<file path="config.mk">
export PLATFORM = sky130hd
export DESIGN_NAME = float_mul_pipeline_param
export DESIGN_NICKNAME = d
export VERILOG_FILES = /design/src/rtl/float_pkg.sv /design/src/rtl/float_mul_norm_round.sv /design/src/rtl/float_mul_pipeline_param.sv
export SDC_FILE = /design/constraint.sdc
export NUM_CORES = 2
export LEC_CHECK = 0
export CORE_MARGIN = 2
export CORE_UTILIZATION = 40
export DETAILED_ROUTE_END_ITERATION = 7
export PLACE_DENSITY = 0.62
export SETUP_SLACK_MARGIN = 0.1
export SYNTH_ARGS = -nofsm -noshare
export SYNTH_HDL_FRONTEND = slang
export SYNTH_HIERARCHICAL = 1
export SYNTH_SLANG_ARGS = --single-unit
export TNS_END_PERCENT = 20
</file>
<file path="constraint.sdc">
create_clock -name clk -period 17.36 [get_ports clk]
set_clock_uncertainty 0.15 [all_clocks]
set_input_delay 2.604 -clock clk [delete_from_list [all_inputs] [get_ports clk]]
set_output_delay 2.604 -clock clk [all_outputs]
set_load 0.02 [all_outputs]
</file>
<file path="src/rtl/float_pkg.sv">
// Shared definitions for the parametrised floating-point multiply unit:
// format helpers, operand classes, special-result kinds and flag indices.
package float_pkg;

    typedef enum logic [1:0] {ZERO, NORMAL, INF, NAN} fclass_t;

    typedef enum logic [1:0] {SP_NONE, SP_NAN, SP_INF, SP_ZERO} special_t;

    localparam int unsigned MUL_LATENCY    = 3;
    localparam int unsigned NUM_FLAGS      = 3;
    localparam int unsigned FLAG_UNDERFLOW = 0;
    localparam int unsigned FLAG_OVERFLOW  = 1;
    localparam int unsigned FLAG_INVALID   = 2;
    localparam int unsigned MAX_FW         = 128;

    function automatic int unsigned float_width(input int unsigned ew, input int unsigned mw);
        return 1 + ew + mw;
    endfunction

    function automatic int unsigned float_bias(input int unsigned ew);
        return (1 << (ew - 1)) - 1;
    endfunction

    // Canonical quiet NaN {0, all-ones exponent, 1 then zeros}, right-aligned in MAX_FW bits.
    function automatic logic [MAX_FW-1:0] canonical_qnan(input int unsigned ew, input int unsigned mw);
        logic [MAX_FW-1:0] v;
        v = '0;
        for (int unsigned i = 0; i < ew; i++) begin
            v[mw + i] = 1'b1;
        end
        v[mw - 1] = 1'b1;
        return v;
    endfunction

endpackage

</file>
<file path="src/rtl/float_mul_norm_round.sv">
// Combinational final stage of the multiplier: normalise the raw mantissa
// product, round, detect overflow/underflow and pack the result with flags.
module float_mul_norm_round
    import float_pkg::*;
#(
    parameter  int unsigned EXP_WIDTH  = 8,
    parameter  int unsigned MANT_WIDTH = 23,
    localparam int unsigned FW         = float_width(EXP_WIDTH, MANT_WIDTH),
    localparam int unsigned EW         = EXP_WIDTH + 2,
    localparam int unsigned PW         = 2 * MANT_WIDTH + 2
) (
    input  logic                 sign,
    input  logic signed [EW-1:0] exp_sum,
    input  logic [PW-1:0]        prod,
    input  special_t             special,
    input  logic                 round_mode,
    output logic [FW-1:0]        res,
    output logic [NUM_FLAGS-1:0] flags
);

    localparam logic [MAX_FW-1:0]    QNAN   = canonical_qnan(EXP_WIDTH, MANT_WIDTH);
    localparam logic signed [EW-1:0] ONE    = EW'(1);
    localparam logic signed [EW-1:0] ZERO_E = '0;
    localparam logic signed [EW-1:0] EMAX   = EW'((1 << EXP_WIDTH) - 1);

    logic [PW-2:0]          norm;
    logic signed [EW-1:0]   exp_norm;
    logic signed [EW-1:0]   exp_rnd;
    logic [MANT_WIDTH-1:0]  mant;
    logic [MANT_WIDTH:0]    mant_rnd;
    logic                   guard;
    logic                   sticky;
    logic                   inc;

    // norm drops the hidden bit: its top MANT_WIDTH bits are the stored mantissa.
    always_comb begin
        norm     = prod[PW-1] ? prod[PW-2:0] : {prod[PW-3:0], 1'b0};
        exp_norm = prod[PW-1] ? exp_sum + ONE : exp_sum;
        mant     = norm[PW-2 -: MANT_WIDTH];
        guard    = norm[MANT_WIDTH];
        sticky   = |norm[MANT_WIDTH-1:0];
        inc      = round_mode & guard & (sticky | mant[0]);
        mant_rnd = {1'b0, mant} + {{MANT_WIDTH{1'b0}}, inc};
        exp_rnd  = mant_rnd[MANT_WIDTH] ? exp_norm + ONE : exp_norm;
    end

    always_comb begin
        res   = '0;
        flags = '0;
        unique case (special)
            SP_NAN: begin
                res                 = QNAN[FW-1:0];
                flags[FLAG_INVALID] = 1'b1;
            end
            SP_INF:  res = {sign, {EXP_WIDTH{1'b1}}, {MANT_WIDTH{1'b0}}};
            SP_ZERO: res = {sign, {(FW-1){1'b0}}};
            default: begin
                if (exp_rnd >= EMAX) begin
                    res                  = {sign, {EXP_WIDTH{1'b1}}, {MANT_WIDTH{1'b0}}};
                    flags[FLAG_OVERFLOW] = 1'b1;
                end else if (exp_rnd <= ZERO_E) begin
                    res                   = {sign, {(FW-1){1'b0}}};
                    flags[FLAG_UNDERFLOW] = 1'b1;
                end else begin
                    res = {sign, exp_rnd[EXP_WIDTH-1:0], mant_rnd[MANT_WIDTH-1:0]};
                end
            end
        endcase
    end

endmodule

</file>
<file path="src/rtl/float_mul_pipeline_param.sv">
// Shared pipelined FP multiplier: one op per cycle, tag passthrough,
// output backpressure stalling the whole pipe, RNE/truncate rounding.
module float_mul_pipeline_param
    import float_pkg::*;
#(
    parameter  int unsigned EXP_WIDTH  = 8,
    parameter  int unsigned MANT_WIDTH = 23,
    parameter  int unsigned TAG_WIDTH  = 4,
    localparam int unsigned FW         = float_width(EXP_WIDTH, MANT_WIDTH)
) (
    input  logic                 clk,
    input  logic                 rst,
    input  logic                 req,
    output logic                 in_ready,
    input  logic [FW-1:0]        a,
    input  logic [FW-1:0]        b,
    input  logic [TAG_WIDTH-1:0] tag_in,
    input  logic                 round_mode,
    output logic                 ack,
    input  logic                 out_ready,
    output logic [FW-1:0]        out,
    output logic [TAG_WIDTH-1:0] tag_out,
    output logic [NUM_FLAGS-1:0] flags
);

    localparam int unsigned          EW   = EXP_WIDTH + 2;
    localparam int unsigned          MW   = MANT_WIDTH + 1;
    localparam int unsigned          PW   = 2 * MW;
    localparam logic signed [EW-1:0] BIAS = EW'(float_bias(EXP_WIDTH));

    logic                  adv;

    logic                  s0_valid;
    logic [FW-1:0]         s0_a;
    logic [FW-1:0]         s0_b;
    logic [TAG_WIDTH-1:0]  s0_tag;
    logic                  s0_rm;

    logic                  s1_valid;
    logic                  s1_sign;
    logic signed [EW-1:0]  s1_exp;
    logic [MW-1:0]         s1_ma;
    logic [MW-1:0]         s1_mb;
    special_t              s1_special;
    logic [TAG_WIDTH-1:0]  s1_tag;
    logic                  s1_rm;

    logic                  s2_valid;
    logic                  s2_sign;
    logic signed [EW-1:0]  s2_exp;
    logic [PW-1:0]         s2_prod;
    special_t              s2_special;
    logic [TAG_WIDTH-1:0]  s2_tag;
    logic                  s2_rm;

    logic [EXP_WIDTH-1:0]  ea;
    logic [EXP_WIDTH-1:0]  eb;
    logic [MANT_WIDTH-1:0] ma;
    logic [MANT_WIDTH-1:0] mb;
    fclass_t               cls_a;
    fclass_t               cls_b;
    special_t              special_c;
    logic signed [EW-1:0]  exp_c;
    logic [FW-1:0]         res;
    logic [NUM_FLAGS-1:0]  res_flags;

    function automatic fclass_t classify(input logic [EXP_WIDTH-1:0] e, input logic [MANT_WIDTH-1:0] m);
        if (e == '0) return ZERO;
        if (&e) return (m == '0) ? INF : NAN;
        return NORMAL;
    endfunction

    assign adv      = ~ack | out_ready;
    assign in_ready = adv;

    // Denormal inputs classify as ZERO, so they are flushed by the special path.
    always_comb begin
        ea    = s0_a[FW-2 -: EXP_WIDTH];
        eb    = s0_b[FW-2 -: EXP_WIDTH];
        ma    = s0_a[MANT_WIDTH-1:0];
        mb    = s0_b[MANT_WIDTH-1:0];
        cls_a = classify(ea, ma);
        cls_b = classify(eb, mb);
        if (cls_a == NAN || cls_b == NAN ||
            (cls_a == INF && cls_b == ZERO) || (cls_a == ZERO && cls_b == INF))
            special_c = SP_NAN;
        else if (cls_a == INF || cls_b == INF)
            special_c = SP_INF;
        else if (cls_a == ZERO || cls_b == ZERO)
            special_c = SP_ZERO;
        else
            special_c = SP_NONE;
        exp_c = $signed({2'b00, ea}) + $signed({2'b00, eb}) - BIAS;
    end

    float_mul_norm_round #(
        .EXP_WIDTH  (EXP_WIDTH),
        .MANT_WIDTH (MANT_WIDTH)
    ) u_norm_round (
        .sign       (s2_sign),
        .exp_sum    (s2_exp),
        .prod       (s2_prod),
        .special    (s2_special),
        .round_mode (s2_rm),
        .res        (res),
        .flags      (res_flags)
    );

    // Operands are registered on acceptance, so the unpack logic is off the issue path.
    always_ff @(posedge clk or negedge rst) begin
        if (!rst) begin
            s0_valid   <= 1'b0;
            s0_a       <= '0;
            s0_b       <= '0;
            s0_tag     <= '0;
            s0_rm      <= 1'b0;
            s1_valid   <= 1'b0;
            s1_sign    <= 1'b0;
            s1_exp     <= '0;
            s1_ma      <= '0;
            s1_mb      <= '0;
            s1_special <= SP_NONE;
            s1_tag     <= '0;
            s1_rm      <= 1'b0;
            s2_valid   <= 1'b0;
            s2_sign    <= 1'b0;
            s2_exp     <= '0;
            s2_prod    <= '0;
            s2_special <= SP_NONE;
            s2_tag     <= '0;
            s2_rm      <= 1'b0;
            ack        <= 1'b0;
            out        <= '0;
            tag_out    <= '0;
            flags      <= '0;
        end else if (adv) begin
            s0_valid   <= req;
            s0_a       <= a;
            s0_b       <= b;
            s0_tag     <= tag_in;
            s0_rm      <= round_mode;

            s1_valid   <= s0_valid;
            s1_sign    <= s0_a[FW-1] ^ s0_b[FW-1];
            s1_exp     <= exp_c;
            s1_ma      <= {1'b1, ma};
            s1_mb      <= {1'b1, mb};
            s1_special <= special_c;
            s1_tag     <= s0_tag;
            s1_rm      <= s0_rm;

            s2_valid   <= s1_valid;
            s2_sign    <= s1_sign;
            s2_exp     <= s1_exp;
            s2_prod    <= PW'(s1_ma) * PW'(s1_mb);
            s2_special <= s1_special;
            s2_tag     <= s1_tag;
            s2_rm      <= s1_rm;

            ack        <= s2_valid;
            out        <= s2_valid ? res : '0;
            tag_out    <= s2_valid ? s2_tag : '0;
            flags      <= s2_valid ? res_flags : '0;
        end
    end

endmodule

</file>
==> parameters.txt <==
Parameter                              Value

Place
  Routability congestion estimate from global placement    0.8791
  Post-detailed-placement cell area    32890 um^2
  Number of buffer cells added on primary ports    113
  Worst slack at placement    9540 ps
  Sum of net half-perimeters after detailed placement    59620 um

Setup path
  Register-to-register setup slack    9590 ps
  Critical path buffer and inverter count    7
  Required time of the worst setup path    17700 ps
  Critical-path cell with the highest stage delay    sky130_fd_sc_hd__dfrtp_1
  Startpoint of the worst-slack reg-to-reg timing path    s1_mb[3]
  Category of the worst setup path capture point    flop
  CP top delay family    adder cells
  Worst endpoint data arrival time    8120 ps
  Kind of critical path    reg -> reg
  Worst path max stage delay    1050 ps
  Largest fanout of any net on the critical path    25
  R2R depth    25
  Capture point of the worst reg-to-reg path    s2_prod[40]
  Worst Setup Start Kind    flop

Global route
  Largest net degree at the start of global routing    164
  Overall overflow remaining after global route    0
  Overall global routing resource usage    0.2127
  Antenna violations before repair    0
  Vias in the first global route    24520
  Global-route wire length before repair    133500 um

Floorplanning
  Vertical die dimension    281.8 um
  Count of boundary I/O pins    114
  Standard-cell row count    101
  Initial Util    0.4051
  X dimension of the die    281.8 um
  Area of the core    76200 um^2
  Total Die Area    79410 um^2

STA
  Worst-margin pin slew    1172 ps
  Post-route minimum period    7774 ps
  Pins Over Slew Limit    0
  Final setup TNS    0 ps
  Setup repair after global routing missed its margin    false
  Part of the cycle the worst path needs    0.4478
  Highest clock frequency the design can meet    128.6 MHz
  Minimum setup slack in the final design    9586 ps
  Fin. Hold Viols    0
  Number of failing setup endpoints in the final timing report    0
  Max-slew headroom    0.2184

Synth
  Synthesized area    30870 um^2
  Number of nets in the synthesized netlist    4316
  Average instance area after synthesis    8.664 um^2
  EDFF count, synth    0
  Share of the yosys chip area belonging to registers    0.1970
  Synth Instances    3563
  Fraction of registers with async set/reset    1.000
  Dominant register cell in the synthesized netlist    sky130_fd_sc_hd__dfrtp_1
  Number of warning messages in the yosys log    6
  Number of different library cells in the post-synthesis netlist    86
  Number of register bits inferred by synthesis    243

CTS
  Clock latency reported for the late side of the worst-skew pair    580 ps
  Number of buffers inserted by hold repair at cts    0
  Clock sink total    243
  Number of CTS-inserted buffers    28
  Cts repair resizes    0
  TritonCTS clock tree    done
  Max H-tree Level    1
  Setup Fix Bufs, Post-CTS    0
  Clock edge transition at the registers on the reported setup and hold paths    70 ps
  CTS Root Cell    sky130_fd_sc_hd__clkbuf_16
  Deepest clock path buffer count    3

Layout
  Core occupancy in the finished layout    0.4444
  Final Cell Area    33860 um^2
  Relative area change from synthesis to final layout    9.700%
  Net total in the final layout    4312
  Fill cell total of the finished layout    7536
  Share of layout cells above drive strength 1    0.03605

Hold path
  Start point of the worst hold path    s0_tag[3]
  Path type of the worst min-delay path    reg -> reg
  Hold Path Depth    2
  Hold Path End    s0_tag[3]

Route
  Iteration count of the initial detailed-routing pass    5
  Mean routed wirelength per cell    17.41 um
  ANT nets after route    0
  WL final    80240 um
  Vias per cell    5.037
  1st-iter DRT viols    1421
  Total DRC errors in the routed layout    0
  DR vias    23220

Status
  Status    finished clean

Job
  Reported max-cap violation count    0
==> placed cells by master, fill, tap and decap left out, types with 12 or more instances in the layout <==
master and instances:
sky130_fd_sc_hd__a21oi_1 94, sky130_fd_sc_hd__nor3_1 22, sky130_fd_sc_hd__nor4_1 21, sky130_fd_sc_hd__nand2_1 891, sky130_fd_sc_hd__nand3_1 60, sky130_fd_sc_hd__xor2_1 36, sky130_fd_sc_hd__o21bai_1 12, sky130_fd_sc_hd__dfrtp_1 242
sky130_fd_sc_hd__nand4_1 33, sky130_fd_sc_hd__mux2i_1 18, sky130_fd_sc_hd__ha_1 197, sky130_fd_sc_hd__clkbuf_16 29, sky130_fd_sc_hd__nor2_1 87, sky130_fd_sc_hd__and2_1 299, sky130_fd_sc_hd__o21ai_0 49, sky130_fd_sc_hd__buf_4 45
sky130_fd_sc_hd__a21o_1 26, sky130_fd_sc_hd__inv_1 583, sky130_fd_sc_hd__fa_1 483, sky130_fd_sc_hd__xnor2_1 53, sky130_fd_sc_hd__clkdlybuf4s50_1 112
==> cell families after synthesis <==
kind of cell / Yosys count / share of synthesized area
buffers and inverters: 776 / 0.09566
AOI/OAI and AO/OA: 277 / 0.06149
DFF: 243 / 0.1970
adders and majority gates: 680 / 0.3931
muxes: 23 / 0.007742
and+or+nand+nor: 1475 / 0.2198
xor gates and xnor gates: 89 / 0.02525
==> sequential cells by signal, indices dropped and copies added, names as in the netlist, 2 cells and up <==
register,cells
s2_prod,48
out,32
s0_a,32
s0_b,32
s1_ma,24
s1_mb,23
s1_exp,10
s2_exp,10
s0_tag,4
s1_tag,4
s2_tag,4
tag_out,4
flags,3
s1_special,2
s2_special,2
==> cell usage after synthesis, drive strengths merged, types with 53 or more instances <==
cell | instances | area, um^2
a21oi | 94 | 470.5
and2 | 300 | 1877
clkbuf | 169 | 636.9
dfrtp | 243 | 6081
fa | 483 | 9669
ha | 197 | 2465
inv | 584 | 2192
nand2 | 892 | 3351
nand3 | 60 | 300.3
nor2 | 87 | 326.6
o21ai | 58 | 290.3
xnor2 | 53 | 464.2
==> routing by layer <==
metal  global-route usage  share of wire  up-vias
li1                     -              -    10840
met1               0.2771           0.43    11680
met2               0.3762           0.50      568
met3              0.02328          0.050      123
met4              0.05565          0.027        0
met5                    0              0        -
==> worst min-delay path, delay by kind of cell, from the launching register on <==
family / cells / cell delay, ps
DFF: 1 / 340
and+or+nand+nor: 2 / 100
==> cell type report <==
cell class | instances | area (um^2) | area share
clock buffer | 39 | 813.3 | 0.02402
multi-input combinational | 2544 | 21840 | 0.6450
tap | 1030 | 1289 | 0.03806
timing repair buffer | 158 | 1474 | 0.04353
inverter | 584 | 2200 | 0.06496
clock inverter | 10 | 160.2 | 0.004730
sequential | 243 | 6082 | 0.1796
antenna | 1 | 2.502 | 0.00007390
==> per-stage QoR <==
stage,hold WS (ps),cells
2_1_floorplan,286.8,3563
3_3_place_gp,299.6,4559
3_5_place_dp,305.1,4559
4_1_cts,318.8,4608
5_1_grt,334.8,4608
6_report,313.2,4609
==> worst max path at each step <==
stage | start | end | cells after the start
finish | s1_mb[3] | s2_prod[40] | 25
CTS | s1_mb[3] | s2_prod[43] | 25
floorplan | s1_mb[3] | s2_prod[43] | 26
global placement | out_ready | in_ready | 5
global route | s1_mb[3] | s2_prod[40] | 25
detailed placement | s1_mb[3] | s2_prod[40] | 25
Power is not shown: default switching activity piles up to over one toggle a cycle in this logic, so the estimate is an artifact.
